<file path="config.mk">
export PLATFORM = sky130hd
export DESIGN_NAME = nasti_lite_writer
export DESIGN_NICKNAME = d
export VERILOG_FILES = /design/src/rtl/nasti_lite_writer.sv
export SDC_FILE = /design/constraint.sdc
export NUM_CORES = 1
export LEC_CHECK = 0
export CORE_ASPECT_RATIO = 1.2
export CORE_MARGIN = 5
export CORE_UTILIZATION = 35
export CTS_CLUSTER_DIAMETER = 100
export DETAILED_ROUTE_END_ITERATION = 10
export GPL_ROUTABILITY_DRIVEN = 0
export GPL_TIMING_DRIVEN = 1
export PLACE_DENSITY_LB_ADDON = 0.15
export SYNTH_ARGS = -nofsm -noshare
export SYNTH_HDL_FRONTEND = slang
export SYNTH_SLANG_ARGS = --single-unit
</file>
<file path="constraint.sdc">
create_clock -name clk -period 3.2 [get_ports clk]
set_input_delay 0.64 -clock clk [delete_from_list [all_inputs] [get_ports clk]]
set_output_delay 0.64 -clock clk [all_outputs]
set_load 0.005 [all_outputs]
</file>
<file path="src/rtl/nasti_lite_writer.sv">
// nasti_lite_writer: replays one NASTI write burst as a sequence of single-beat
// NASTI-Lite writes and merges the Lite responses into one NASTI B response.
module nasti_lite_writer #(
  parameter int ID_WIDTH   = 2,
  parameter int ADDR_WIDTH = 32,
  parameter int DATA_WIDTH = 32,
  parameter int USER_WIDTH = 1
) (
  input  logic                    clk,
  input  logic                    rst,
  // master-facing NASTI AW
  input  logic [ID_WIDTH-1:0]     master_aw_id,
  input  logic [ADDR_WIDTH-1:0]   master_aw_addr,
  input  logic [7:0]              master_aw_len,
  input  logic [2:0]              master_aw_size,
  input  logic [1:0]              master_aw_burst,
  input  logic [2:0]              master_aw_prot,
  input  logic [USER_WIDTH-1:0]   master_aw_user,
  input  logic                    master_aw_valid,
  output logic                    master_aw_ready,
  // master-facing NASTI W
  input  logic [DATA_WIDTH-1:0]   master_w_data,
  input  logic [DATA_WIDTH/8-1:0] master_w_strb,
  input  logic                    master_w_last,
  input  logic                    master_w_valid,
  output logic                    master_w_ready,
  // master-facing NASTI B
  output logic [ID_WIDTH-1:0]     master_b_id,
  output logic [1:0]              master_b_resp,
  output logic [USER_WIDTH-1:0]   master_b_user,
  output logic                    master_b_valid,
  input  logic                    master_b_ready,
  // Lite AW
  output logic [ADDR_WIDTH-1:0]   lite_aw_addr,
  output logic [2:0]              lite_aw_prot,
  output logic                    lite_aw_valid,
  input  logic                    lite_aw_ready,
  // Lite W
  output logic [DATA_WIDTH-1:0]   lite_w_data,
  output logic [DATA_WIDTH/8-1:0] lite_w_strb,
  output logic                    lite_w_valid,
  input  logic                    lite_w_ready,
  // Lite B
  input  logic [1:0]              lite_b_resp,
  input  logic                    lite_b_valid,
  output logic                    lite_b_ready
);

  localparam int STRB_WIDTH = DATA_WIDTH / 8;
  localparam logic [2:0] MAX_SIZE = 3'($clog2(STRB_WIDTH));

  typedef enum logic [1:0] {
    S_IDLE,
    S_BEAT,
    S_WAITB,
    S_RESP
  } state_t;

  state_t                  state_reg, state_next;
  logic [ID_WIDTH-1:0]     id_reg, id_next;
  logic [ADDR_WIDTH-1:0]   addr_reg, addr_next;
  logic [7:0]              len_reg, len_next;
  logic [2:0]              size_reg, size_next;
  logic [1:0]              burst_reg, burst_next;
  logic [2:0]              prot_reg, prot_next;
  logic [USER_WIDTH-1:0]   user_reg, user_next;
  logic [7:0]              cnt_reg, cnt_next;
  logic [1:0]              resp_reg, resp_next;
  logic                    aw_sent_reg, aw_sent_next;
  logic                    w_sent_reg, w_sent_next;

  logic [ADDR_WIDTH-1:0]   beat_bytes;
  logic [ADDR_WIDTH-1:0]   addr_step;
  logic                    is_last_beat;

  // Next beat address: FIXED stays put, everything else aligns down then advances one beat.
  assign beat_bytes   = ADDR_WIDTH'(1) << size_reg;
  assign addr_step    = (burst_reg == 2'b00) ? addr_reg
                                             : ((addr_reg & ~(beat_bytes - ADDR_WIDTH'(1))) + beat_bytes);
  assign is_last_beat = (cnt_reg == len_reg);

  assign lite_aw_addr  = addr_reg;
  assign lite_aw_prot  = prot_reg;
  assign master_b_id   = id_reg;
  assign master_b_resp = resp_reg;
  assign master_b_user = user_reg;

  // Beat data and strobes go straight through, one byte lane at a time.
  generate
    for (genvar gi = 0; gi < STRB_WIDTH; gi++) begin : g_lane
      assign lite_w_data[gi*8 +: 8] = master_w_data[gi*8 +: 8];
      assign lite_w_strb[gi]        = master_w_strb[gi];
    end
  endgenerate

  // State and burst context registers; reset drops any burst in flight.
  always_ff @(posedge clk or posedge rst) begin
    if (rst) begin
      state_reg   <= S_IDLE;
      id_reg      <= '0;
      addr_reg    <= '0;
      len_reg     <= '0;
      size_reg    <= '0;
      burst_reg   <= '0;
      prot_reg    <= '0;
      user_reg    <= '0;
      cnt_reg     <= '0;
      resp_reg    <= '0;
      aw_sent_reg <= 1'b0;
      w_sent_reg  <= 1'b0;
    end else begin
      state_reg   <= state_next;
      id_reg      <= id_next;
      addr_reg    <= addr_next;
      len_reg     <= len_next;
      size_reg    <= size_next;
      burst_reg   <= burst_next;
      prot_reg    <= prot_next;
      user_reg    <= user_next;
      cnt_reg     <= cnt_next;
      resp_reg    <= resp_next;
      aw_sent_reg <= aw_sent_next;
      w_sent_reg  <= w_sent_next;
    end
  end

  // Next-state, handshake decode and response merging.
  always_comb begin
    state_next      = state_reg;
    id_next         = id_reg;
    addr_next       = addr_reg;
    len_next        = len_reg;
    size_next       = size_reg;
    burst_next      = burst_reg;
    prot_next       = prot_reg;
    user_next       = user_reg;
    cnt_next        = cnt_reg;
    resp_next       = resp_reg;
    aw_sent_next    = aw_sent_reg;
    w_sent_next     = w_sent_reg;
    master_aw_ready = 1'b0;
    master_w_ready  = 1'b0;
    master_b_valid  = 1'b0;
    lite_aw_valid   = 1'b0;
    lite_w_valid    = 1'b0;
    lite_b_ready    = 1'b0;

    case (state_reg)
      S_IDLE: begin
        master_aw_ready = 1'b1;
        if (master_aw_valid) begin
          id_next      = master_aw_id;
          addr_next    = master_aw_addr;
          len_next     = master_aw_len;
          size_next    = master_aw_size;
          burst_next   = master_aw_burst;
          prot_next    = master_aw_prot;
          user_next    = master_aw_user;
          cnt_next     = '0;
          resp_next    = 2'b00;
          aw_sent_next = 1'b0;
          w_sent_next  = 1'b0;
          state_next   = S_BEAT;
        end
      end

      S_BEAT: begin
        lite_aw_valid  = !aw_sent_reg;
        lite_w_valid   = !w_sent_reg && master_w_valid;
        master_w_ready = !w_sent_reg && lite_w_ready;
        if (lite_aw_valid && lite_aw_ready) begin
          aw_sent_next = 1'b1;
        end
        if (lite_w_valid && lite_w_ready) begin
          w_sent_next = 1'b1;
          // A misplaced last marker is reported, but the beat still goes out.
          if ((master_w_last != is_last_beat) && (resp_reg == 2'b00)) begin
            resp_next = 2'b10;
          end
        end
        if (aw_sent_next && w_sent_next) begin
          state_next = S_WAITB;
        end
      end

      S_WAITB: begin
        lite_b_ready = 1'b1;
        if (lite_b_valid) begin
          // First non-OKAY response sticks for the rest of the burst.
          if (resp_reg == 2'b00) begin
            resp_next = lite_b_resp;
          end
          if (is_last_beat) begin
            state_next = S_RESP;
          end else begin
            cnt_next     = cnt_reg + 8'd1;
            aw_sent_next = 1'b0;
            w_sent_next  = 1'b0;
            addr_next    = addr_step;
            state_next   = S_BEAT;
          end
        end
      end

      S_RESP: begin
        master_b_valid = 1'b1;
        if (master_b_ready) begin
          state_next = S_IDLE;
        end
      end

      default: state_next = S_IDLE;
    endcase
  end

  // Beats wider than the data bus cannot be represented here.
  a_size_legal: assert property (@(posedge clk) disable iff (rst)
    (master_aw_valid && master_aw_ready) |-> (master_aw_size <= MAX_SIZE));

endmodule

</file>
; ---- Word level (Yosys, flattened, before mapping)
; Cells that the tools add are included.
[totals]
ff_bits = 65
in_bits = 98
[classes]
add_sub_neg = 3
n_eq_ne = 14
n_reduce_logical = 19
bitwise = 2
mux = 36
shifts = 1
[op_table]
columns = cell, count
row1 = 32-bit 2-to-1 mux, 4
row2 = 32-bit case mux with 2 select lines, 1
row3 = 32-bit adder, 1
row4 = 32-bit AND, 1
row5 = 32-bit inverter, 1
row6 = 1-bit by 3-bit << shifter with 32-bit output (first input constant), 1
row7 = 32-bit by 1-bit subtractor with 32-bit output (second input constant), 1
row8 = 8-bit 2-to-1 mux, 3
row9 = 2-bit 2-to-1 mux, 10
row10 = 2-bit != test (second input constant), 9
row11 = 8-bit case mux with 2 select lines, 1
row12 = 1-bit 2-to-1 mux, 13
row13 = 4-bit AND reduction, 3
row14 = 8-bit by 1-bit adder with 8-bit output (second input constant), 1
row15 = 8-bit == test, 1
row16 = 2-bit case mux with 4 select lines, 1
row17 = 1-bit logical AND, 6
row18 = 2-bit logical NOT, 3
row19 = 1-bit case mux with 3 select lines, 2
row20 = 2-bit case mux with 3 select lines, 1
row21 = 6-bit AND reduction, 1
row22 = 5-bit AND reduction, 1
row23 = 2-bit == test (second input constant), 2
row24 = 3-bit nonzero test, 1
row25 = other kinds (5), 6

; ---- Depth between registers and ports, before layout
; Gate-level depths: netlist of run 1.
[depth]
word_depth = 9
ltp_mapped = 14
depth_no_buf = 10

; ---- Worst setup path before layout of run 1
; OpenSTA, ideal clock, no wires.
[synth_path]
kind = flip-flop to flip-flop
startpoint = register size_reg[0]
endpoint = register addr_reg[30] (netlist: lite_aw_addr[30])
synth_period_minus_slack_ps = 2862
path_stages_with_launch = 13
t_arrival_ps = 2793
path_buffers = 2
setup_slack_ps = 338
required_time_ps = 3131
cell_sequence = dfrtp_1 -> buf_6 -> clkbuf_1 -> and3_1 -> inv_1 -> ha_1 -> and2_1 -> ha_1 -> and4b_1 -> o21ai_1 -> o311a_1 -> or4_1 -> nand3_1
[synth_via]
elab_chain_cells = 9
[synth_rtl]
columns = item, line
row1 = from (decl), 63  ; logic [2:0] size_reg, size_next;
row2 = from (signal assigned), 116  ; size_reg <= size_next;
row3 = 1-bit by 3-bit << shifter with 32-bit output *, 77  ; assign beat_bytes = ADDR_WIDTH'(1) << size_reg;
row4 = 32-bit by 1-bit subtractor with 32-bit output, 79  ; : ((addr_reg & ~(beat_bytes - ADDR_WIDTH'(1))) + beat_bytes);
row5 = 32-bit inverter, 79
row6 = 32-bit AND, 79
row7 = 32-bit adder *, 79
row8 = 32-bit 2-to-1 mux *, 78  ; assign addr_step = (burst_reg == 2'b00) ? addr_reg
row9 = 32-bit 2-to-1 mux *, 193  ; if (is_last_beat) begin
row10 = 32-bit 2-to-1 mux *, 188  ; if (lite_b_valid) begin
row11 = 32-bit case mux with 2 select lines *, 148  ; case (state_reg)
row12 = to (signal assigned), 114  ; addr_reg <= addr_next;
row13 = to (decl), 61  ; logic [ADDR_WIDTH-1:0] addr_reg, addr_next;
; Every way passes the cells marked *; elsewhere a longest branch is shown, timed or not. The select of a mux whose other input is x is not followed.
; A chain may end at the register's enable or synchronous reset.

; ---- Worst setup path in the final report of run 1
; Ends and elaborated chain as after synthesis.

==> results.md, run 1 <==
* Worst r2r dst: lite_aw_addr[30]
* P per Cell Area at 1020 nW/um2
* Most Crowded Layer GR: met2
* Peak VDD IR at 385 uV
* Startpoint Class: flip-flop
* Core area at 12500 um2
* Max reg flops at 32
* First-pass DRT Iterations at 4
* TritonCTS clock tree: done
* Worst hold-check path type: reg -> reg
* Final wirelength at 13100 um
* Distinct cell type count of the synthesized netlist at 58
* Largest net degree at the start of global routing at 32
* Setup TNS at 0 ns
* Cells on Worst Hold Path at 1
* Clk_skew at 0.00696 ns
* Worst Setup End Kind: flip-flop
* Initial DRC count at 210
* Tmin final at 2.96 ns
* Worst-skew pair later-pin latency at 0.34 ns
* Worst Path Arrival at 3.23 ns
* Row count at 45
* Initial Util at 35.3%
* Die W at 112 um
* Vias at 4061
* Chip Height at 133 um
* Die ar. at 14900 um2
* Fin area at 5780 um2
* CTS buffer count at 9
* Via-per-instance ratio at 5.50
* Syn Inst Count at 497
* Relative slew slack at 51.8%
* Post-Syn Nets at 604
* Tot GR Track Use at 17.5%
* Fin. max-slew vios at 0
* Post-synthesis area per instance at 8.87 um2
* Post-synthesis register bit count at 65
* Clock Path Buffers at 2
* Final ANT Viol Nets at 0
* Synth-to-layout area growth at 31.2%
* Met2 Use GR at 30.7%
* Register area share after synthesis at 36.9%
* Root Driver: clkbuf_16
* Cell Area, Placed at 5440 um2
* DR WL/cell at 17.8 um
* Worst r2r src: size_reg[0]
* Status: completed
* Hold Fails Final Rpt at 0
* Register-to-register setup slack at 0.24 ns
* DRC at 0
* Clk sinks at 65
* GRT Residual Overflow at 0
* Setup bufs post-CTS at 0
* Static Leak at 2.36 nW
* Hold_buf cts at 0
* Ratio of cells with drive above 1 in the final layout at 11.7%
* FILL cells at 1248
* Most common cell after layout, fill and taps aside: clkdlybuf4s50_1
* Top FF cell, synth: dfrtp_1
* Final worst path period share at 92.5%
* Initial antenna violation count at 0
* Worst-margin pin slew at 0.716 ns
* Crit path kind: reg -> reg
* WHS Endpoint: master_b_user
* Port Buffers at 107
* Clk slew on worst S/H paths at 0.06 ns
* Ys Warns at 0
* MaxCap Viol Count at 0
* Met1 global-route usage at 21.4%
* Unrepaired setup endpoints after global routing: no
* H-tree levels at 3
* First-pass GRT wire length at 21300 um
* Commonest cells after routing, fill and taps aside: clkdlybuf4s50_1, dfrtp_1, nand2_1
* Ports at 180
* Post-DP HPWL at 9850 um
* Fmax at 338 MHz
* Crit path required time at 3.47 ns
* Worst reg-to-reg path cell count at 10
* Synthesized area at 4410 um2
* Diode count at 0
* Met3 Use GR at 4.12%
* Setup violations, final at 0
* Post-synth EDFFs at 0
* Vias in the first global route at 4150
* Total Power at 5.87 mW
* Layout Nets at 677
* Fraction of registers with async set/reset at 100%
* Crit Path Max Fanout at 19
* Worst hold start: master_b_user
cells in the mapped netlist (7+ instances only):
library cell | number | area [um2]
inv_1 | 16 | 60.1
nand4_1 | 7 | 43.8
o22ai_1 | 15 | 93.8
nor2_1 | 38 | 143
clkbuf_1 | 16 | 60.1
mux2_2 | 20 | 225
a311oi_1 | 11 | 96.3
nor2b_1 | 7 | 43.8
dfrtp_1 | 65 | 1630
and3_1 | 14 | 87.6
a31oi_1 | 10 | 62.6
ha_1 | 9 | 113
nand2_1 | 40 | 150
mux2i_1 | 10 | 100
nand3_1 | 16 | 80.1
a211oi_1 | 7 | 52.6
xor2_1 | 17 | 149
buf_4 | 36 | 270
a21oi_1 | 31 | 155
o21ai_0 | 22 | 110
nor3_1 | 8 | 40.0
worst max path at each step:
stage	startpoint	end	slack, ns	cells after the start
global route	size_reg[1]	lite_aw_addr[25]	0.09	11
finish	size_reg[0]	lite_aw_addr[30]	0.24	10
detailed placement	size_reg[0]	lite_aw_addr[30]	0.17	10
CTS	size_reg[0]	lite_aw_addr[30]	0.15	10
floorplan	size_reg[0]	lite_aw_addr[30]	0.34	12
global placement	master_aw_valid	lite_aw_addr[19]	0.26	8
kinds of logic (layout without fill, tap and decap cells):
family / Yosys count / after routing / synth area share, %
buf+inv: 77 / 155 / 9.99
xor+xnor: 20 / 20 / 3.98
mux: 31 / 31 / 7.89
flops: 65 / 65 / 36.9
simple gates: 168 / 168 / 19.8
compound gates: 127 / 127 / 18.9
fa+ha+maj: 9 / 9 / 2.56
cell type report:
class	count	area (um2)	area share, %
flip-flops and latches	65	1630	28.2
repair buffers	122	1200	20.7
clock inverters	7	103	1.77
clock buffers	9	225	3.90
inverters	17	63.8	1.10
multi-input cells	355	2360	40.8
well taps	164	205	3.55
what timing repair did:
action / in CTS / in global routing
endpoints found under the setup margin: 0 / 8
resized for setup: 0 / 5
endpoints found under the hold margin: 0 / 0
per-layer routing:
layer	share of wire [%]	wire, um
met1	41	5450
met2	51	6710
met3	6.0	795
met4	1.5	191
met5	0	0
metrics by stage:
| step | setup slack [ns] | hold WS [ns] | util (%) | std cells |
|---|---|---|---|---|
| after global placement | 0.260 | 0.490 | 43.5 | 723 |
| after global routing | 0.0908 | 0.525 | 46.3 | 739 |
| after detailed placement | 0.172 | 0.497 | 43.5 | 723 |
| final | 0.240 | 0.509 | 46.3 | 739 |
| after floorplan | 0.338 | 0.485 | - | 497 |
| after CTS | 0.150 | 0.513 | 46.1 | 739 |
where the power goes:
group | leakage, nW | internal, mW | switching (mW)
logic | 1.43 | 1.55 | 1.50
registers | 0.781 | 1.21 | 0.516
clock network | 0.156 | 0.688 | 0.401
critical path, cell delays in order, from the launching register on:
cell	delay (ns)
dfrtp_2	0.54
and3_1	0.23
inv_1	0.05
ha_1	0.27
and2_1	0.15
ha_1	0.35
and4b_1	0.29
o21ai_1	0.12
o311a_1	0.38
or4_1	0.41
nand3_1	0.10
No activity file was read; power rests on OpenSTA's default activity.
==> run 2, diff against run 1 <==
- ABC_CLOCK_PERIOD_IN_PS: default -> 3200
==> results of run 2 <==
The final DEF is identical to that of run 1; final timing and power are the same.
==> run 3, diff against run 2 <==
- CORE_ASPECT_RATIO: 1.2 -> 0.9
==> results.md, run 3 (synthesis gave the netlist of run 1 again) <==
* Worst Setup End Kind: flip-flop (unchanged)
* Cell Area, Placed at 5450 um2 (was 5440 um2)
* Reg power frac at 29.6% (was 29.5%)
* Startpoint Class: flip-flop (unchanged)
* Setup violations, final at 0 (unchanged)
* Comb power frac at 51.8% (was 52.0%)
* Die W at 128 um (was 112 um)
* CTS buffer count at 9 (unchanged)
* DRC at 0 (unchanged)
* Peak VDD IR at 340 uV (was 385 uV)
* Synth-to-layout area growth at 31.4% (was 31.2%)
* Multi-input gate area at 2360 um2 (unchanged)
* Vias in the first global route at 4185 (was 4150)
* Largest net degree at the start of global routing at 39 (was 32)
* TritonCTS clock tree: done (unchanged)
* Clock Path Buffers at 2 (unchanged)
* Worst-margin pin slew at 1.27 ns (was 0.716 ns)
* Die ar. at 14900 um2 (about the same)
* Power share of the clock group at 18.6% (about the same)
* Core area at 12200 um2 (was 12500 um2)
* Final worst path period share at 93.5% (was 92.5%)
* FILL cells at 1168 (was 1248)
* Fin cells at 735 (was 739)
* Fmax at 334 MHz (was 338 MHz)
* Root Driver: clkbuf_16 (unchanged)
* Commonest cells after routing, fill and taps aside: clkdlybuf4s50_1, dfrtp_1, nand2_1 (unchanged)
* GRT Residual Overflow at 0 (unchanged)
* Final Hold Slack at 0.505 ns (was 0.509 ns)
* Internal power at 3.46 mW (was 3.45 mW)
* Worst hold-check path type: reg -> reg (unchanged)
* Port Buffers at 107 (unchanged)
* Crit path required time at 3.47 ns (about the same)
* Fin area at 5790 um2 (was 5780 um2)
* Post-cts sizing count at 0 (unchanged)
* Crit Path Max Fanout at 12 (was 19)
* Crit path kind: reg -> reg (unchanged)
* Layout Nets at 677 (unchanged)
* Clk sinks at 65 (unchanged)
* MaxCap Viol Count at 0 (unchanged)
* Initial antenna violation count at 0 (unchanged)
* Fin. max-slew vios at 0 (unchanged)
* Status: completed (unchanged)
* Max reg flops at 32 (unchanged)
* Vias at 4027 (was 4061)
* Clk_skew at 0.0102 ns (was 0.00696 ns)
* Static Leak at 2.38 nW (was 2.36 nW)
* P per Cell Area at 1010 nW/um2 (was 1020 nW/um2)
* Chip Height at 116 um (was 133 um)
* DR WL/cell at 17.8 um (about the same)
* Initial DRC count at 261 (was 210)
* Tot GR Track Use at 18.2% (was 17.5%)
* Ratio of cells with drive above 1 in the final layout at 11.5% (was 11.7%)
* Switch share at 40.9% (was 41.2%)
* Ports at 180 (unchanged)
* Placed cell count at 719 (was 723)
* H-tree levels at 3 (unchanged)
* Hold Fails Final Rpt at 0 (unchanged)
* FF/Latch Area at 1630 um2 (about the same)
* Hold_buf cts at 0 (unchanged)
* Setup bufs post-CTS at 0 (unchanged)
* Post-DP HPWL at 9660 um (was 9850 um)
* Tmin final at 2.99 ns (was 2.96 ns)
* Most common cell after layout, fill and taps aside: clkdlybuf4s50_1 (unchanged)
* Via-per-instance ratio at 5.48 (was 5.50)
* Diode count at 0 (unchanged)
* Row count at 38 (was 45)
* First-pass DRT Iterations at 5 (was 4)
* Final ANT Viol Nets at 0 (unchanged)
* Worst Path Arrival at 3.26 ns (was 3.23 ns)
* Relative slew slack at 15.2% (was 51.8%)
* Total Power at 5.86 mW (was 5.87 mW)
* Worst-skew pair later-pin latency at 0.34 ns (about the same)
* First-pass GRT wire length at 21500 um (was 21300 um)
* Switching power at 2.40 mW (was 2.42 mW)
* Final wirelength at 13100 um (about the same)
* Initial Util at 36.2% (was 35.3%)
* Clk slew on worst S/H paths at 0.06 ns (about the same)
## run 3: cell types whose count changed in the layout (fill, tap and decap cells not counted), sizes merged
cell	before	now
clkbuf	9	10
clkinv	4	5
clkinvlp	1	0
inv	17	16
## run 3: power groups by stage
stage,logic [mW],clock network (mW),registers (mW)
floorplan,1.92,0,1.57
global placement,2.99,0,1.72
detailed placement,3.04,0,1.73
CTS,3.06,1.12,1.73
global route,3.36,1.16,1.82
finish,3.04,1.09,1.74
## run 3: cell type report
cell class	count	share of cell area (%)
multi-input cells	355	40.7
clock inverters	6	1.58
well taps	160	3.46
flip-flops and latches	65	28.1
inverters	17	1.10
clock buffers	10	4.13
repair buffers	122	20.9
## run 3: final timing paths
| path | start | endpoint | slack, ns | cells after the start |
|---|---|---|---|---|
| setup / recovery | size_reg[0] | lite_aw_addr[30] | 0.21 | 10 |
| hold / removal | master_b_user | master_b_user | 0.51 | 1 |
| setup reg to reg | size_reg[0] | lite_aw_addr[30] | 0.21 | 10 |
| hold reg to reg | master_b_user | master_b_user | 0.51 | 1 |
| max in group asynchronous | rst | lite_aw_addr[4] | 1.85 | 3 |
| min in group asynchronous | rst | master_b_user | 0.70 | 2 |
## run 3: critical path, stage by stage, from the launching register on
cell and delay, ns:
dfrtp_1 0.55, and3_1 0.24, inv_1 0.05, ha_1 0.27, and2_1 0.16, ha_1 0.36
and4b_1 0.29, o21ai_1 0.12, o311a_1 0.38, or4_1 0.41, nand3_1 0.09
## run 3: metrics by stage
step                setup TNS (ns)  setup WS, ns  util, %
floorplan                        0         0.338        -
global placement                 0         0.290     44.8
detailed placement               0         0.224     44.8
CTS                              0         0.217     47.5
global route             -0.000784     -0.000784     47.6
finish                           0         0.209     47.6
## run 3: layer usage
layer,vias up,wire (um),track usage (%)
li1,1936,-,-
met1,1938,5850,23.0
met2,137,6110,29.4
met3,16,977,5.67
met4,0,142,6.44
met5,-,0,0
